**config.mk**
```make
export PLATFORM = sky130hd
export DESIGN_NAME = dma_bus_target
export DESIGN_NICKNAME = d
export VERILOG_FILES = /design/src/rtl/dma_bus_target.sv
export SDC_FILE = /design/constraint.sdc
export NUM_CORES = 2
export LEC_CHECK = 0
export BUFFER_PORTS_ARGS = -buffer_cell sky130_fd_sc_hd__buf_4
export CAP_MARGIN = 10
export CORE_UTILIZATION = 30
export CTS_BUF_LIST = sky130_fd_sc_hd__clkbuf_2
export CTS_CLUSTER_DIAMETER = 120
export DETAILED_ROUTE_END_ITERATION = 8
export GPL_TIMING_DRIVEN = 0
export MAX_ROUTING_LAYER = met4
export PLACE_DENSITY_LB_ADDON = 0.25
export SLEW_MARGIN = 0
export SYNTH_ARGS = -nofsm -noshare
export SYNTH_HDL_FRONTEND = slang
export SYNTH_SLANG_ARGS = --single-unit
```
**constraint.sdc**
```tcl
create_clock -name PHI2 -period 2.71 [get_ports PHI2]
set_clock_uncertainty 0.15 [all_clocks]
set_input_delay 0.271 -clock PHI2 [delete_from_list [all_inputs] [get_ports PHI2]]
set_output_delay 0.271 -clock PHI2 [all_outputs]
set_load 0.02 [all_outputs]
```
**src/rtl/dma_bus_target.sv**
```systemverilog
// X16 expansion-bus target: decodes a 2^AW-byte window at BASE onto internal byte RAM,
// answering reads after WAIT_STATES stall cycles and accepting writes with zero wait.
module dma_bus_target #(
   parameter logic [15:0] BASE        = 16'h4000,
   parameter int          AW          = 8,
   parameter int          WAIT_STATES = 1
) (
   input  logic        PHI2,
   input  logic        RST,
   input  logic        VALID,
   input  logic        RWB,
   input  logic [15:0] ADDR,
   input  logic [7:0]  DIN,
   output logic [7:0]  DOUT,
   output logic        DOUT_EN,
   output logic        STALL,
   output logic [15:0] HIT_CNT,
   output logic [1:0]  dbg_state
);

   // Bus handshake: a cycle is presented when VALID is high at a rising PHI2 edge.
   // While STALL is high the initiator holds ADDR/RWB/VALID and this target ignores them;
   // DOUT_EN high means DOUT carries read data, sampled by the initiator at the next edge.
   typedef enum logic [1:0] {
      S_IDLE = 2'd0,
      S_WAIT = 2'd1,
      S_DATA = 2'd2
   } state_t;

   state_t          state, state_nxt;
   logic [3:0]      cnt;
   logic [AW-1:0]   lat_off;
   logic [AW-1:0]   offset;
   logic            hit, accept, rd_req, wr_req;
   logic [1:0]      hit_inc;
   logic [7:0]      mem [2**AW];

   assign offset  = ADDR[AW-1:0];
   assign hit     = VALID && (ADDR[15:AW] == BASE[15:AW]);
   assign accept  = (state == S_IDLE) || (state == S_DATA);
   assign rd_req  = accept && hit && RWB;
   assign wr_req  = accept && hit && !RWB;
   // A DATA edge completes a read; a write accepted on that same edge counts as well.
   assign hit_inc = {1'b0, state == S_DATA} + {1'b0, wr_req};

   always_ff @(posedge PHI2) begin
      if (RST) state <= S_IDLE;
      else     state <= state_nxt;
   end

   always_comb begin
      state_nxt = S_IDLE;
      case (state)
         S_IDLE, S_DATA: begin
            if (rd_req) state_nxt = (WAIT_STATES == 0) ? S_DATA : S_WAIT;
            else        state_nxt = S_IDLE;
         end
         S_WAIT:  state_nxt = (cnt == 4'd0) ? S_DATA : S_WAIT;
         default: state_nxt = S_IDLE;
      endcase
   end

   always_comb begin
      STALL     = (state == S_WAIT);
      DOUT_EN   = (state == S_DATA);
      dbg_state = state;
   end

   // RAM is deliberately left out of reset so scratch contents survive a bus reset.
   always_ff @(posedge PHI2) begin
      if (wr_req && !RST) mem[offset] <= DIN;
   end

   always_ff @(posedge PHI2) begin
      if (RST) begin
         cnt     <= 4'd0;
         lat_off <= '0;
         DOUT    <= 8'h00;
         HIT_CNT <= 16'h0000;
      end else begin
         HIT_CNT <= HIT_CNT + {14'd0, hit_inc};
         if (rd_req) begin
            if (WAIT_STATES == 0) begin
               DOUT <= mem[offset];
            end else begin
               lat_off <= offset;
               cnt     <= 4'(WAIT_STATES - 1);
            end
         end
         // Data is fetched at the load edge so it reflects the latest RAM contents.
         if (state == S_WAIT) begin
            if (cnt == 4'd0) DOUT <= mem[lat_off];
            else             cnt  <= cnt - 4'd1;
         end
      end
   end

endmodule

```
**After elaboration in Yosys (flattened, before gate mapping)**

Memory sizes are Yosys's and may differ from the RTL's. A register that Yosys moved wholly into a read port is not among the register bits.
Cells that the tools add are included.

- Bits in registers: 30
- Latch bits: 0
- Memory bits (writable): 2048
- Bits in read-only memories: 0
- Logic and storage cells: 31
- Memories kept: 1

- Add/sub/neg operators: 3
- $mul: 0
- Divide/modulo/power cells: 0
- $lt $le $gt $ge: 0
- Eq/ne operators: 3
- Shift-type cells: 0
- Mux-type cells: 8
- Bitwise gates (word level): 0
- Reductions and logical operators: 12

Memory list:

| name | words | width | rd ports | clocked after memory_dff | write ports | RTL line | source |
|---|---|---|---|---|---|---|---|
| mem | 256 | 8 | 1 | 1 | 1 | 36 | `logic [7:0] mem [2**AW];` |

Operator list:

| kind | count |
|---|---|
| $add 16x2->16 | 1 |
| $mux 4 | 3 |
| $eq 8x7->1 const B | 1 |
| $logic_and 1x1->1 | 5 |
| $logic_not 4->1 | 1 |
| $pmux 2 s2 | 1 |
| $sub 4x1->4 const B | 1 |
| $mux 1 | 3 |
| $add 1x1->2 | 1 |
| $eq 2x1->1 const B | 1 |
| $eq 2x2->1 const B | 1 |
| $logic_not 1->1 | 2 |
| $logic_not 2->1 | 1 |
| $mux 2 | 1 |
| $reduce_and 2->1 | 1 |
| $reduce_or 2->1 | 1 |
| $logic_or 1x1->1 | 1 |

**Depth between registers and ports, before layout**

- Depth in word-level cells: 7
- Depth in mapped cells: 12
- Depth with buffers taken out: 9

**Worst setup path before layout**

OpenSTA, ideal clock, no wires.

- Path type: input-to-reg
- Start point: in ADDR[13]
- End point: mem mem[119][0], enable pin
- Arrival time: 2136 ps
- Path slack: 53 ps
- Stages on the path: 7
- Buffers on the path: 1
- Cells stage by stage: nor4b_1 nand4b_1 or3_1 nor3b_2 nand3_1 buf_2 nor2_1

- Cells in the longest elaborated chain, start to end: 7

Ends and longest elaborated chain:

| item | RTL line | source |
|---|---|---|
| from (decl) | 12 | `input logic [15:0] ADDR,` |
| $eq 8x7->1 | 39 | `assign hit = VALID && (ADDR[15:AW] == BASE[15:AW]);` |
| $logic_and 1x1->1 | 39 |  |
| $logic_and 1x1->1 (2 in series) | 42 | `assign wr_req = accept && hit && !RWB;` |
| $logic_and 1x1->1 | 71 | `if (wr_req && !RST) mem[offset] <= DIN;` |
| $mux 1 | 71 |  |
| $mux 1 (not written as such) | 71 |  |
| to (decl) | 36 |  |

Every way passes these cells.

==> flow_summary.yaml <==
place:
  dpl.hpwl_um: 207000
  place_ws_ns: -2.47
  io_buffer_count: 55
  placed_area_mm2: 0.0877
  gp_congestion: 0.937
worst_setup_path:
  endpoint: "DOUT[7]"
  crit_fanout: 10
  crit_slowest_cell: "clkbuf_4"
  reg2reg_from: "lat_off[2]"
  cpPeakStageDelay_ns: 0.47
  required_ns: 4.35
  crit_type: "reg -> reg"
  start_kind: "register"
  reg2regPathDepth: 9
  critical_path.cell_chain: "buf_8 > inv_1 > clkbuf_4 > o21ai_0 > a21oi_2 > a221oi_4 > a211oi_2 > nand4_1 > o211ai_1"
  end_kind: "register"
  arrival_ns: 4.90
  cp-startpoint: "lat_off[2]"
  reg2reg_slack_ns: -0.55
  reg2reg_to: "DOUT[7]"
clocking:
  insertion_delay_ns: 1.83
  cts_buffers: 559
  path_clk_slew_ns: 0.11
  clockRootBuffer: "clkbuf_2"
  clockBufferDepth: 4
  clkSinkCount: 2086
  cts_tree: "yes"
  ctsHtreeMaxLevel: 6
timing:
  worst_pin_slew_ns: 1.50
  rsz0062_at_grt: "true"
  finalCritPeriodShare: 1.20
  worst_slack_ns: -0.550
  finalCriticalPeriod_ns: 3.26
  fin_tns_setup_ns: -38.53
  finalMaxSlewViolations: 0
  max_freq_mhz: 307
  slew_headroom: 0.00126
  final-hold-violation-count: 0
  finalSetupViolations: 711
yosys:
  synth.ff_latch_count: 2086
  ys_warn_count: 0
  synth_cells: 4127
  synth_cell_types: 77
  synth_nets: 4158
  syn_area_mm2: 0.0821
  synth_edf_count: 2048
  synth_area_per_cell_um2: 19.9
  synth_flop_cell: "edfxtp_1"
  seq_area_frac_synth: 0.759
  synth-async-reset-ratio: 0
global_route:
  track_usage: 0.235
  grt_first_pass_wirelength_um: 425000
  overflow: 0
  antenna_found_initial: 18
  grt_pass1_vias: 48349
  grt_max_degree: 142
power:
  powerDensity_mw_per_mm2: 549
  p_leak_nw: 33.4
  power_mw: 58.5
  max-vdd-ir-drop_mv: 0.474
floorplan:
  dieArea_mm2: 0.276
  die_x_um: 525
  rows: 191
  coreArea_mm2: 0.271
  start_util: 0.302
  ios: 56
  chipHeight_um: 525
job:
  max_cap_viol_count: 1
min_path:
  holdCritPathClass: "in -> reg"
detailed_routing:
  first_iter_violations: 7094
  vias: 50791
  drc_errors: 0
  ant_nets: 0
  drt_first_pass_iters: 6
  wl_per_cell_um: 35.2
  routed_wl_um: 328000
  vias_per_cell: 5.45
finish:
  areaGrowthSynthToFinish_pct: 29.8
  layout-drive-gt1-share: 0.459
  final_area_mm2: 0.107
  nets: 5400
status:
  violations: "max-capacitance violations, negative setup slack"
  status: "complete, but fails checks"
-- cell usage after synthesis (all sizes together), types with 3 or more instances --
library cell	instances	area, µm²
a22o	8	70.1
o2111ai	3	26.3
o22ai	94	588
nand3	36	185
nand2	167	629
a21oi	89	449
o221ai	60	544
edfxtp	2048	61500
a221oi	5	50.0
or3b	4	35.0
a32oi	4	35.0
mux4	366	8330
a311oi	10	87.6
xor2	9	78.8
nor4	17	113
clkbuf	92	539
a211oi	35	263
or3	7	43.8
a2111oi	35	357
o211ai	5	47.5
o21ai	49	245
mux2i	311	3110
dfxtp	38	761
a211o	5	43.8
nand4	13	81.3
o22a	3	26.3
mux2	14	158
and2	9	56.3
nand2b	11	68.8
nor2b	29	181
nor3	26	135
a31oi	4	25.0
nand3b	4	33.8
buf	150	1540
and3	6	37.5
a22oi	28	210
inv	6	22.5
nor2	304	1140
-- worst min-delay path by stage --
stage / startpoint / end / slack [ns] / depth (start not counted)
after floorplan: RST / dbg_state[1] / 0.21 / 1
after global placement: dbg_state[1] / dbg_state[0] / 0.33 / 1
after detailed placement: dbg_state[1] / dbg_state[0] / 0.32 / 1
after CTS: DIN[6] / mem[8][6] / 0.002 / 4
after global routing: DIN[6] / mem[120][6] / 0.06 / 4
final: DIN[6] / mem[115][6] / 0.17 / 4
-- sequential cells by signal, summed over array words and instances (netlist names) --
register	count
DOUT	8
HIT_CNT	16
cnt	4
dbg_state	2
lat_off	8
mem	2048
-- report_power, final --
part / switching, mW / internal (mW)
clock: 13.4 / 8.70
sequential: 0.000270 / 35.3
combinational: 0.865 / 0.236
-- cell usage in the layout (no fill, tap or decap), types with 95 or more instances in the layout --
cell | Yosys | routed
edfxtp_1 | 2048 | 2048
clkbuf_2 | 0 | 827
mux4_2 | 343 | 344
mux2i_1 | 311 | 274
buf_4 | 35 | 266
nor2_4 | 0 | 248
buf_12 | 20 | 232
nand2_1 | 166 | 143
buf_6 | 31 | 115
buf_16 | 0 | 95
-- area by class of cell --
| cell class | instances | area, µm² |
|---|---|---|
| Fill cell | 24803 | 165000 |
| Sequential cell | 2086 | 62300 |
| Multi-Input combinational cell | 1791 | 21900 |
| Timing Repair Buffer | 685 | 8920 |
| Tap cell | 3570 | 4470 |
| Buffer | 240 | 4160 |
| Clock buffer | 806 | 4030 |
| Clock inverter | 108 | 679 |
| Antenna cell | 19 | 47.5 |
| Inverter | 6 | 25.0 |
-- through the flow --
stage                      util  hold WS, ns  cells
after floorplan               -        0.209   4127
after global placement    0.320        0.333   7752
after detailed placement  0.323        0.325   7781
after CTS                 0.370      0.00216   8977
after global routing      0.393       0.0624   9307
final                     0.393        0.174   9311
-- cell families (layout without fill, tap and decap cells) --
| kind of cell | count (synthesis) | after routing | share of synthesized area |
|---|---|---|---|
| multiplexers | 691 | 691 | 0.141 |
| adder cells (fa/ha/maj) | 3 | 3 | 0.000549 |
| XOR/XNOR | 11 | 11 | 0.00117 |
| AND/OR/NAND/NOR | 644 | 644 | 0.0345 |
| other | 0 | 19 | 0 |
| AO/OA/AOI/OAI | 442 | 442 | 0.0380 |
| flip-flops | 2086 | 2086 | 0.759 |
| buffers and inverters | 250 | 1845 | 0.0259 |
-- critical path: cells and delay by family (launching register included) --
kind	cells	cell delay, ns
compound gates	5	1.31
buf+inv	3	0.76
flops	1	0.41
simple gates	1	0.44
-- per-layer routing --
metal  track usage  vias up  part of all wire
met5             -        -                 0
met4         0.108        0             0.052
met3        0.0539      693              0.11
met2         0.356     3406              0.46
met1         0.300    26794              0.38
li1              -    19898                 -
-- what timing repair did --
item	in CTS	in global routing
hold buffers	90	1
setup buffers	193	302
pin swaps	90	201
cloned	1	16
endpoints found under the hold margin	4134	1
gates resized for setup	1201	404
endpoints found under the setup margin	2086	2046
Power figures use the tool's default switching activity.
